--- src/rtl/base_ram_arbiter_pkg.sv ---
// Shared definitions for the BaseRAM arbiter: FSM state encodings, owner
// encoding, SRAM word-address slice and wait-counter width.
package base_ram_arbiter_pkg;

    typedef enum logic [2:0] {
        ST_IDLE     = 3'd0,
        ST_READ     = 3'd1,
        ST_WR_SETUP = 3'd2,
        ST_WR_PULSE = 3'd3,
        ST_WR_HOLD  = 3'd4,
        ST_DONE     = 3'd5
    } state_t;

    typedef enum logic {
        OWN_IF  = 1'b0,
        OWN_MEM = 1'b1
    } owner_t;

    // Byte address bits that form the 20-bit SRAM word address.
    localparam int SRAM_ADDR_LSB = 2;
    localparam int SRAM_ADDR_MSB = 21;
    localparam int SRAM_ADDR_W   = SRAM_ADDR_MSB - SRAM_ADDR_LSB + 1;

    // Width of the strobe-duration and starvation counters.
    localparam int CNT_W = 3;

    // A phase of N cycles loads N-1 and leaves when the counter reads zero.
    function automatic logic [CNT_W-1:0] cnt_load_val(input int cycles);
        return CNT_W'(cycles - 1);
    endfunction

endpackage

--- src/rtl/base_ram_arbiter_wait_cnt.sv ---
// sram_wait_cnt: loadable down-counter with a zero flag. Times the READ and
// WR_PULSE phases of the BaseRAM arbiter.
module sram_wait_cnt
    import base_ram_arbiter_pkg::*;
(
    input  logic             clk,
    input  logic             rst,
    input  logic             load,
    input  logic [CNT_W-1:0] load_val,
    input  logic             dec,
    output logic             zero
);

    logic [CNT_W-1:0] count_reg;

    // Load has priority; decrement stops at zero so the flag stays stable.
    always_ff @(posedge clk) begin
        if (rst) begin
            count_reg <= '0;
        end else if (load) begin
            count_reg <= load_val;
        end else if (dec && (count_reg != '0)) begin
            count_reg <= count_reg - 1'b1;
        end
    end

    assign zero = (count_reg == '0);

endmodule

--- src/rtl/base_ram_arbiter.sv ---
// base_ram_arbiter: shares the BaseRAM port between instruction fetch (IF)
// and data access (MEM). MEM has fixed priority unless the optional
// starvation guard is built in with `define BASE_RAM_ARB_STARVE_GUARD_EN.
// All SRAM-facing outputs are registered; the tristate lives at the top level.
module base_ram_arbiter
    import base_ram_arbiter_pkg::*;
#(
    parameter int READ_CYCLES  = 1,
    parameter int WRITE_CYCLES = 1,
    parameter int STARVE_LIMIT = 4
) (
    input  logic        clk,
    input  logic        rst,
    input  logic        if_req,
    input  logic [31:0] if_addr,
    output logic [31:0] if_rdata,
    output logic        if_ack,
    input  logic        mem_req,
    input  logic        mem_we,
    input  logic [3:0]  mem_be,
    input  logic [31:0] mem_addr,
    input  logic [31:0] mem_wdata,
    output logic [31:0] mem_rdata,
    output logic        mem_ack,
    output logic [19:0] sram_addr,
    output logic [3:0]  sram_be_n,
    output logic        sram_ce_n,
    output logic        sram_oe_n,
    output logic        sram_we_n,
    output logic [31:0] sram_data_o,
    output logic        sram_data_oe,
    input  logic [31:0] sram_data_i
);

    localparam logic [CNT_W-1:0] READ_LOAD  = cnt_load_val(READ_CYCLES);
    localparam logic [CNT_W-1:0] WRITE_LOAD = cnt_load_val(WRITE_CYCLES);

    // Durations outside the counter range cannot be timed correctly.
    generate
        if (READ_CYCLES < 1 || READ_CYCLES > 7) begin : g_bad_read_cycles
            $error("base_ram_arbiter: READ_CYCLES must be in 1..7");
        end
        if (WRITE_CYCLES < 1 || WRITE_CYCLES > 7) begin : g_bad_write_cycles
            $error("base_ram_arbiter: WRITE_CYCLES must be in 1..7");
        end
        if (STARVE_LIMIT < 1 || STARVE_LIMIT > 7) begin : g_bad_starve_limit
            $error("base_ram_arbiter: STARVE_LIMIT must be in 1..7");
        end
    endgenerate

    state_t                 state_reg, state_next;
    owner_t                 owner_reg, owner_next;
    logic                   we_reg, we_next;
    logic [3:0]             be_reg, be_next;
    logic [SRAM_ADDR_W-1:0] addr_reg, addr_next;
    logic [31:0]            wdata_reg, wdata_next;

    logic                   cnt_load;
    logic [CNT_W-1:0]       cnt_val;
    logic                   cnt_dec;
    logic                   cnt_zero;
    logic                   grant_if;

    logic                   ce_n_next, oe_n_next, we_n_next, data_oe_next;
    logic [3:0]             be_n_next;
    logic                   if_ack_next, mem_ack_next;

    logic [31:0]            rdata_reg [2];

    // Only the word-address bits reach the SRAM.
    logic unused_addr_bits;
    assign unused_addr_bits = ^{if_addr[31:22], if_addr[1:0], mem_addr[31:22], mem_addr[1:0]};

    sram_wait_cnt u_wait_cnt (
        .clk      (clk),
        .rst      (rst),
        .load     (cnt_load),
        .load_val (cnt_val),
        .dec      (cnt_dec),
        .zero     (cnt_zero)
    );

`ifdef BASE_RAM_ARB_STARVE_GUARD_EN
    logic [CNT_W-1:0] starve_reg, starve_next;
    logic             if_forced;

    assign if_forced = (starve_reg >= CNT_W'(STARVE_LIMIT));
    assign grant_if  = if_req && (!mem_req || if_forced);

    // Count MEM grants taken while IF waits; any IF grant or idle IF clears it.
    always_comb begin
        starve_next = starve_reg;
        if (!if_req) begin
            starve_next = '0;
        end else if (state_reg == ST_IDLE) begin
            if (grant_if) begin
                starve_next = '0;
            end else if (mem_req && !if_forced) begin
                starve_next = starve_reg + 1'b1;
            end
        end
    end

    // Starvation counter register.
    always_ff @(posedge clk) begin
        if (rst) begin
            starve_reg <= '0;
        end else begin
            starve_reg <= starve_next;
        end
    end
`else
    assign grant_if = if_req && !mem_req;
`endif

    // Next-state logic and request latching at grant.
    always_comb begin
        state_next = state_reg;
        owner_next = owner_reg;
        we_next    = we_reg;
        be_next    = be_reg;
        addr_next  = addr_reg;
        wdata_next = wdata_reg;
        cnt_load   = 1'b0;
        cnt_val    = '0;
        cnt_dec    = 1'b0;
        case (state_reg)
            ST_IDLE: begin
                if (grant_if) begin
                    owner_next = OWN_IF;
                    we_next    = 1'b0;
                    be_next    = 4'hF;
                    addr_next  = if_addr[SRAM_ADDR_MSB:SRAM_ADDR_LSB];
                    state_next = ST_READ;
                    cnt_load   = 1'b1;
                    cnt_val    = READ_LOAD;
                end else if (mem_req) begin
                    owner_next = OWN_MEM;
                    we_next    = mem_we;
                    be_next    = mem_be;
                    addr_next  = mem_addr[SRAM_ADDR_MSB:SRAM_ADDR_LSB];
                    wdata_next = mem_wdata;
                    if (mem_we) begin
                        state_next = ST_WR_SETUP;
                    end else begin
                        state_next = ST_READ;
                        cnt_load   = 1'b1;
                        cnt_val    = READ_LOAD;
                    end
                end
            end
            ST_READ: begin
                if (cnt_zero) begin
                    state_next = ST_DONE;
                end else begin
                    cnt_dec = 1'b1;
                end
            end
            ST_WR_SETUP: begin
                state_next = ST_WR_PULSE;
                cnt_load   = 1'b1;
                cnt_val    = WRITE_LOAD;
            end
            ST_WR_PULSE: begin
                if (cnt_zero) begin
                    state_next = ST_WR_HOLD;
                end else begin
                    cnt_dec = 1'b1;
                end
            end
            ST_WR_HOLD: state_next = ST_DONE;
            ST_DONE:    state_next = ST_IDLE;
            default:    state_next = ST_IDLE;
        endcase
    end

    // Strobe values for the state being entered, so the pins change with the state.
    always_comb begin
        ce_n_next    = 1'b1;
        oe_n_next    = 1'b1;
        we_n_next    = 1'b1;
        be_n_next    = 4'hF;
        data_oe_next = 1'b0;
        if_ack_next  = 1'b0;
        mem_ack_next = 1'b0;
        case (state_next)
            ST_READ: begin
                ce_n_next = 1'b0;
                oe_n_next = 1'b0;
                be_n_next = 4'h0;
            end
            ST_WR_SETUP, ST_WR_HOLD: begin
                ce_n_next    = 1'b0;
                be_n_next    = ~be_next;
                data_oe_next = 1'b1;
            end
            ST_WR_PULSE: begin
                ce_n_next    = 1'b0;
                we_n_next    = 1'b0;
                be_n_next    = ~be_next;
                data_oe_next = 1'b1;
            end
            ST_DONE: begin
                if_ack_next  = (owner_next == OWN_IF);
                mem_ack_next = (owner_next == OWN_MEM);
            end
            default: begin
            end
        endcase
    end

    // State, latched request and registered SRAM/ack outputs.
    always_ff @(posedge clk) begin
        if (rst) begin
            state_reg    <= ST_IDLE;
            owner_reg    <= OWN_IF;
            we_reg       <= 1'b0;
            be_reg       <= 4'h0;
            addr_reg     <= '0;
            wdata_reg    <= '0;
            sram_addr    <= '0;
            sram_be_n    <= 4'hF;
            sram_ce_n    <= 1'b1;
            sram_oe_n    <= 1'b1;
            sram_we_n    <= 1'b1;
            sram_data_o  <= '0;
            sram_data_oe <= 1'b0;
            if_ack       <= 1'b0;
            mem_ack      <= 1'b0;
        end else begin
            state_reg    <= state_next;
            owner_reg    <= owner_next;
            we_reg       <= we_next;
            be_reg       <= be_next;
            addr_reg     <= addr_next;
            wdata_reg    <= wdata_next;
            sram_addr    <= addr_next;
            sram_be_n    <= be_n_next;
            sram_ce_n    <= ce_n_next;
            sram_oe_n    <= oe_n_next;
            sram_we_n    <= we_n_next;
            sram_data_o  <= wdata_next;
            sram_data_oe <= data_oe_next;
            if_ack       <= if_ack_next;
            mem_ack      <= mem_ack_next;
        end
    end

    // Per-owner read data, captured on the edge that leaves READ and held until
    // that owner's next read.
    genvar gi;
    generate
        for (gi = 0; gi < 2; gi++) begin : g_rdata
            always_ff @(posedge clk) begin
                if (rst) begin
                    rdata_reg[gi] <= '0;
                end else if (state_reg == ST_READ && cnt_zero && owner_reg == owner_t'(gi)) begin
                    rdata_reg[gi] <= sram_data_i;
                end
            end
        end
    endgenerate

    assign if_rdata  = rdata_reg[OWN_IF];
    assign mem_rdata = rdata_reg[OWN_MEM];

endmodule

--- config.mk ---
export PLATFORM = sky130hd
export DESIGN_NAME = base_ram_arbiter
export DESIGN_NICKNAME = d
export VERILOG_FILES = /design/src/rtl/base_ram_arbiter_pkg.sv /design/src/rtl/base_ram_arbiter_wait_cnt.sv /design/src/rtl/base_ram_arbiter.sv
export SDC_FILE = /design/constraint.sdc
export NUM_CORES = 1
export LEC_CHECK = 0
export BUFFER_PORTS_ARGS = -buffer_cell sky130_fd_sc_hd__buf_2
export CAP_MARGIN = 20
export CORE_ASPECT_RATIO = 1.2
export CORE_UTILIZATION = 46
export CTS_CLUSTER_DIAMETER = 150
export DETAILED_ROUTE_END_ITERATION = 12
export PLACE_DENSITY = 0.91
export SLEW_MARGIN = 20
export SYNTH_ARGS = -nofsm -noshare
export SYNTH_HDL_FRONTEND = slang
export SYNTH_SLANG_ARGS = --single-unit
--- constraint.sdc ---
create_clock -name clk -period 2.4 [get_ports clk]
set_input_delay 0.48 -clock clk [delete_from_list [all_inputs] [get_ports clk]]
set_output_delay 0.48 -clock clk [all_outputs]
set_load 0.05 [all_outputs]
# [Word-level counts from Yosys, hierarchy flattened]
# Memory sizes are Yosys's and may differ from the RTL's.
# Index checks and enable logic that the tools add are counted.
[op_classes] n_addsub=1 eq_ne=9 muxes=35 bitwise=7 reduce_logical=17
[ops] operator="$mux W32" n=2
[ops] operator="$mux W20" n=2
[ops] operator="$mux W1" n=20
[ops] operator="$pmux W3 S5" n=1
[ops] operator="$eq A3 B2 Y1 const B" n=4
[ops] operator="$mux W3" n=4
[ops] operator="$mux W4" n=3
[ops] operator="$eq A3 B3 Y1 const B" n=3
[ops] operator="$pmux W4 S2" n=1
[ops] operator="$eq A3 B1 Y1 const B" n=2
[ops] operator="$logic_not A3 Y1" n=2
[ops] operator="$reduce_or A2 Y1" n=3
[ops] operator="$logic_and A1 B1 Y1" n=5
[ops] operator="$not A1 Y1" n=4
[ops] operator="$not A4 Y4" n=1
[ops] operator="$reduce_or A4 Y1" n=1
[ops] operator="$reduce_and A3 Y1" n=1
[ops] operator="$reduce_bool A3 Y1" n=1
[ops] operator="$reduce_or A3 Y1" n=1
[ops] operator="$sub A3 B1 Y3 const B" n=1
[ops] operator="$mux W2" n=1
[ops] operator="$or A1 B1 Y1" n=2
[ops] operator="$pmux W1 S2" n=1
[ops] operator="$reduce_and A2 Y1" n=1
[ops] operator="other kinds (2)" n=2
[totals] reg_bits=73 ram_bits=64 in_bits=137 out_inout_bits=126 elab_cells=83 memories=1
[memory_table] name="rdata_reg" depth=2 word_bits=32 read_ports=2 rd_clocked_by_memory_dff=0 wr=2 line="base_ram_arbiter.sv:68" source="logic [31:0] rdata_reg [2];"

# [Logic depth before layout (Yosys ltp)]
[logic_depth] word_depth=7 depth_mapped=7 depth_no_buf=6

# [Hierarchy]
# Synthesis repeated with hierarchy kept, for this count alone.
[hier_totals] cells_unflattened=475 hier_area_um2=5415.2
[by_module_without_submodules] module="base_ram_arbiter" instances=1 cells_per_inst=454 area_each_um2=5232.5 seq_area_each_um2=3323.2
[by_module_without_submodules] module="sram_wait_cnt" instances=1 cells_per_inst=21 area_each_um2=182.7 seq_area_each_um2=60.1

# [Worst setup path before layout]
# OpenSTA, ideal clock, no wires.
[synth_timing] path_type="reg2reg" start="register u_wait_cnt.count_reg[0]" end="memory rdata_reg[0][0], enable pin" setup_time_ps=377 arrival_time_ps=1341 required_ps=2023 path_slack_ps=682 path_stages_with_launch=5 path_buffers=0 synth_period_minus_slack_ps=1718 cell_sequence="dfxtp_1 -> inv_1 -> ha_1 -> and4bb_2 -> a31o_2"
[synth_rtl] item="start: declaration" line="base_ram_arbiter_wait_cnt.sv:14" source="logic [CNT_W-1:0] count_reg;"
[synth_rtl] item="start signal: assignment" line="base_ram_arbiter_wait_cnt.sv:21" source="count_reg <= load_val;"
[synth_rtl] item="start signal: assignment" line="base_ram_arbiter_wait_cnt.sv:23" source="count_reg <= count_reg - 1'b1;"
[synth_rtl] item="end: declaration" line="base_ram_arbiter.sv:68"

==> results.cfg <==
[drt]
route.detailed.wl_per_inst_um = 14.1
remaining_drc_errors = 0
ant_nets = 0
route.detailed.vias_per_inst = 4.84
routed-via-count = 4320
totalWireLength_um = 12600
drt_first_pass_iters = 4
drt_first_iter_violations = 204

[place]
port_buffers = 238
hpwl_um = 8830
finalWeightedCongestion = 0.766

[worst_setup_path]
setup.worst_path.start_class = register
timing.critical_path.buf_inv = 1
cp_cell_sequence = inv_1, ha_1, and4bb_2, nand2_1, nor2_2, and2_1
critical_path_peak_fanout = 32
cp_slowest_stage_delay_ns = 0.80
crit_family = simple AND/OR/NAND/NOR gates
timing.critical_path.from = u_wait_cnt.count_reg[0]$_SDFFE_PP0P_
end_kind = register
critical-path-slowest-cell = sky130_fd_sc_hd__nor2_2
timing.setup.critical_path_class = reg2reg
worst-endpoint-arrival_ns = 2.45
worstReg2RegStart = u_wait_cnt.count_reg[0]$_SDFFE_PP0P_
worstPathRequired_ns = 2.67

[cells_and_area]
area_growth_syn_to_layout_pct = 34.6
nets = 864
insertedDiodeCount = 0
most-common-layout-cells = sky130_fd_sc_hd__buf_2, sky130_fd_sc_hd__nand2_1, sky130_fd_sc_hd__dfxtp_1
final_layout_size_suffix_gt1_share_pct = 39.8
largest_register_ff_count = 64
final_common_cell = sky130_fd_sc_hd__buf_2

[global_route]
overflow = 0
grt_pass1_wl_um = 19400
grt_antenna_before_repair = 0
grtUsageTotal_pct = 21.2
maximum_number_of_pins_on_one_net_before_global_route_repair = 54
first_global_vias = 3927

[clock_network]
clkTransAtPathRegs_ns = 0.06
htree_num_levels = 4
clk_latency_ns = 0.42
post-cts-setup-buffers = 0
cts_hold_repair.buffers = 0
max_root_sink_buffers = 2
cts_sinks = 137
cts_resized = 0
numCtsBuffers = 17
clock-root-buffer = sky130_fd_sc_hd__clkbuf_16
clock_tree_from_tritoncts = yes

[timing]
fmaxAchievable_mhz = 459
rsz0062_at_grt = no
finalSetupViolCount = 0
tightestPinTransition_ns = 1.04
totalNegativeSetupSlack_ns = 0
fin_worst_hold_slack_ns = 0.294
final_hold_viol_count = 0
slew_viol_final = 0
finalCritPeriodShare_pct = 90.8
fin_skew_ns = 0.0123
shortest_period_the_worst_path_allows_ns = 2.18
worst_slew_margin_rel_pct = 30.5

[floorplan]
die_h_um = 120
rows = 42
fp.dieW_um = 100
core_area_um2 = 11100
floorplan.io_pins = 263
initial_core_util_pct = 47.6
die_area_um2 = 12000

[yosys]
post_syn_nets = 630
post_synth_inst_count = 491
synth.lib_cells_used.distinct = 39
synth.yosys.seq_area_share_pct = 63.8
yosys_reg_bits = 137
ys_warn_count = 0
netlist_area_um2 = 5300
mean_cell_area_of_the_mapped_netlist_um2 = 10.8

[flow_run]
drv.max_cap_violation_count = 0

[power_and_ir_drop]
share_clk_of_total_power_pct = 34.5
p_seq_share_pct = 40.3
p_switching_uw = 2510
power_per_cell_area_nw_per_um2 = 985
intPower_uw = 4520
power.leakage_uw = 0.00325
ir_worst_vdd_mv = 0.497
share_comb_of_total_power_pct = 25.2
switching_share_pct = 35.7

[worst_hold_path]
hp-start = mem_wdata[9]
min-delay-path-class = in2reg

[run_status]
run_status = complete, no violations
[area by class of cell]
type | instances | area, µm²
clock inverters | 15 | 136
inverters | 6 | 22.5
fillers | 873 | 4010
repair buffers | 248 | 1270
well taps | 154 | 193
multi-input cells | 315 | 1710
flip-flops and latches | 137 | 3380
clock buffers | 17 | 425
[metal layers]
metal	wire length (µm)	part of all wire, %	GRT usage, %
met5	0	0	0
met4	335	2.7	9.06
met3	879	7.0	6.46
met2	6370	51	36.6
met1	5020	40	24.0
[power by group through the flow]
stage	registers (µW)	logic, µW	clock network [µW]
floorplan	3730	508	0
global placement	2870	1760	0
detailed placement	2880	1780	0
CTS	2830	1780	2470
global route	2860	1880	2590
finish	2830	1770	2420
[synthesized netlist by cell type]
cell	number	area [µm²]
sky130_fd_sc_hd__inv_1	6	22.5
sky130_fd_sc_hd__o21ai_1	4	20.0
sky130_fd_sc_hd__nor4bb_1	1	10.0
sky130_fd_sc_hd__or4b_4	1	13.8
sky130_fd_sc_hd__a211oi_1	2	15.0
sky130_fd_sc_hd__a21bo_1	1	10.0
sky130_fd_sc_hd__nor3b_1	1	7.51
sky130_fd_sc_hd__buf_4	3	22.5
sky130_fd_sc_hd__a31o_2	2	17.5
sky130_fd_sc_hd__o21a_1	1	7.51
sky130_fd_sc_hd__nor2_4	3	33.8
sky130_fd_sc_hd__a21oi_1	35	175
sky130_fd_sc_hd__nand2b_1	3	18.8
sky130_fd_sc_hd__xnor2_1	2	17.5
sky130_fd_sc_hd__edfxtp_1	64	1920
sky130_fd_sc_hd__a311oi_1	20	175
sky130_fd_sc_hd__nor2_2	3	18.8
sky130_fd_sc_hd__buf_6	5	56.3
sky130_fd_sc_hd__a221oi_1	1	8.76
sky130_fd_sc_hd__nor2b_1	6	37.5
sky130_fd_sc_hd__o21ai_0	2	10.0
sky130_fd_sc_hd__o32ai_2	1	16.3
sky130_fd_sc_hd__clkbuf_2	6	30.0
sky130_fd_sc_hd__or2_2	1	6.26
sky130_fd_sc_hd__and4bb_2	1	12.5
sky130_fd_sc_hd__and2_1	65	407
sky130_fd_sc_hd__a32oi_1	1	8.76
sky130_fd_sc_hd__a21o_1	4	30.0
sky130_fd_sc_hd__nand2_1	106	398
sky130_fd_sc_hd__o2bb2a_1	1	10.0
sky130_fd_sc_hd__ha_1	2	25.0
sky130_fd_sc_hd__or3_1	2	12.5
sky130_fd_sc_hd__nor3_4	1	16.3
sky130_fd_sc_hd__dfxtp_1	73	1460
sky130_fd_sc_hd__o31ai_1	1	7.51
sky130_fd_sc_hd__clkbuf_1	11	41.3
sky130_fd_sc_hd__nor2_1	36	135
sky130_fd_sc_hd__buf_2	8	40.0
sky130_fd_sc_hd__nor3_1	5	25.0
[logic make-up after synthesis]
| logic type | after synthesis | share of synthesized area [%] |
|---|---|---|
| AND/OR/NAND/NOR | 235 | 21.7 |
| flip-flops | 137 | 63.8 |
| AO/OA/AOI/OAI | 76 | 9.65 |
| buffers and inverters | 39 | 4.01 |
| XOR/XNOR | 2 | 0.330 |
| adder cells (fa/ha/maj) | 2 | 0.472 |
[worst register-to-register path: stages (launching register included)]
cell                       delay (ns)
sky130_fd_sc_hd__dfxtp_1         0.32
sky130_fd_sc_hd__inv_1           0.08
sky130_fd_sc_hd__ha_1            0.17
sky130_fd_sc_hd__and4bb_2        0.31
sky130_fd_sc_hd__nand2_1         0.11
sky130_fd_sc_hd__nor2_2          0.80
sky130_fd_sc_hd__and2_1          0.26
[stage by stage]
stage / instances / util, % / total power, µW / setup slack [ns] / instance area (µm²)
2_1_floorplan: 491 / - / 4240 / 0.682 / 5300
4_1_cts: 892 / 64.0 / 7080 / 0.216 / 7140
3_3_place_gp: 860 / 59.0 / 4620 / 0.304 / 6570
5_1_grt: 892 / 64.0 / 7330 / 0.0784 / 7140
6_report: 892 / 64.0 / 7030 / 0.222 / 7140
3_5_place_dp: 860 / 59.0 / 4660 / 0.259 / 6570
[final timing paths]
path                                         end  slack (ns)  cells after the start
hold reg to reg       wdata_reg[31]$_SDFFE_PP0P_        0.45                      2
hold / removal         wdata_reg[9]$_SDFFE_PP0P_        0.29                      3
setup / recovery  rdata_reg[1][26]$_SDFFCE_PN0P_        0.22                      6
setup reg to reg  rdata_reg[1][26]$_SDFFCE_PN0P_        0.22                      6
Note: power is estimated with default switching activity, not from simulation.
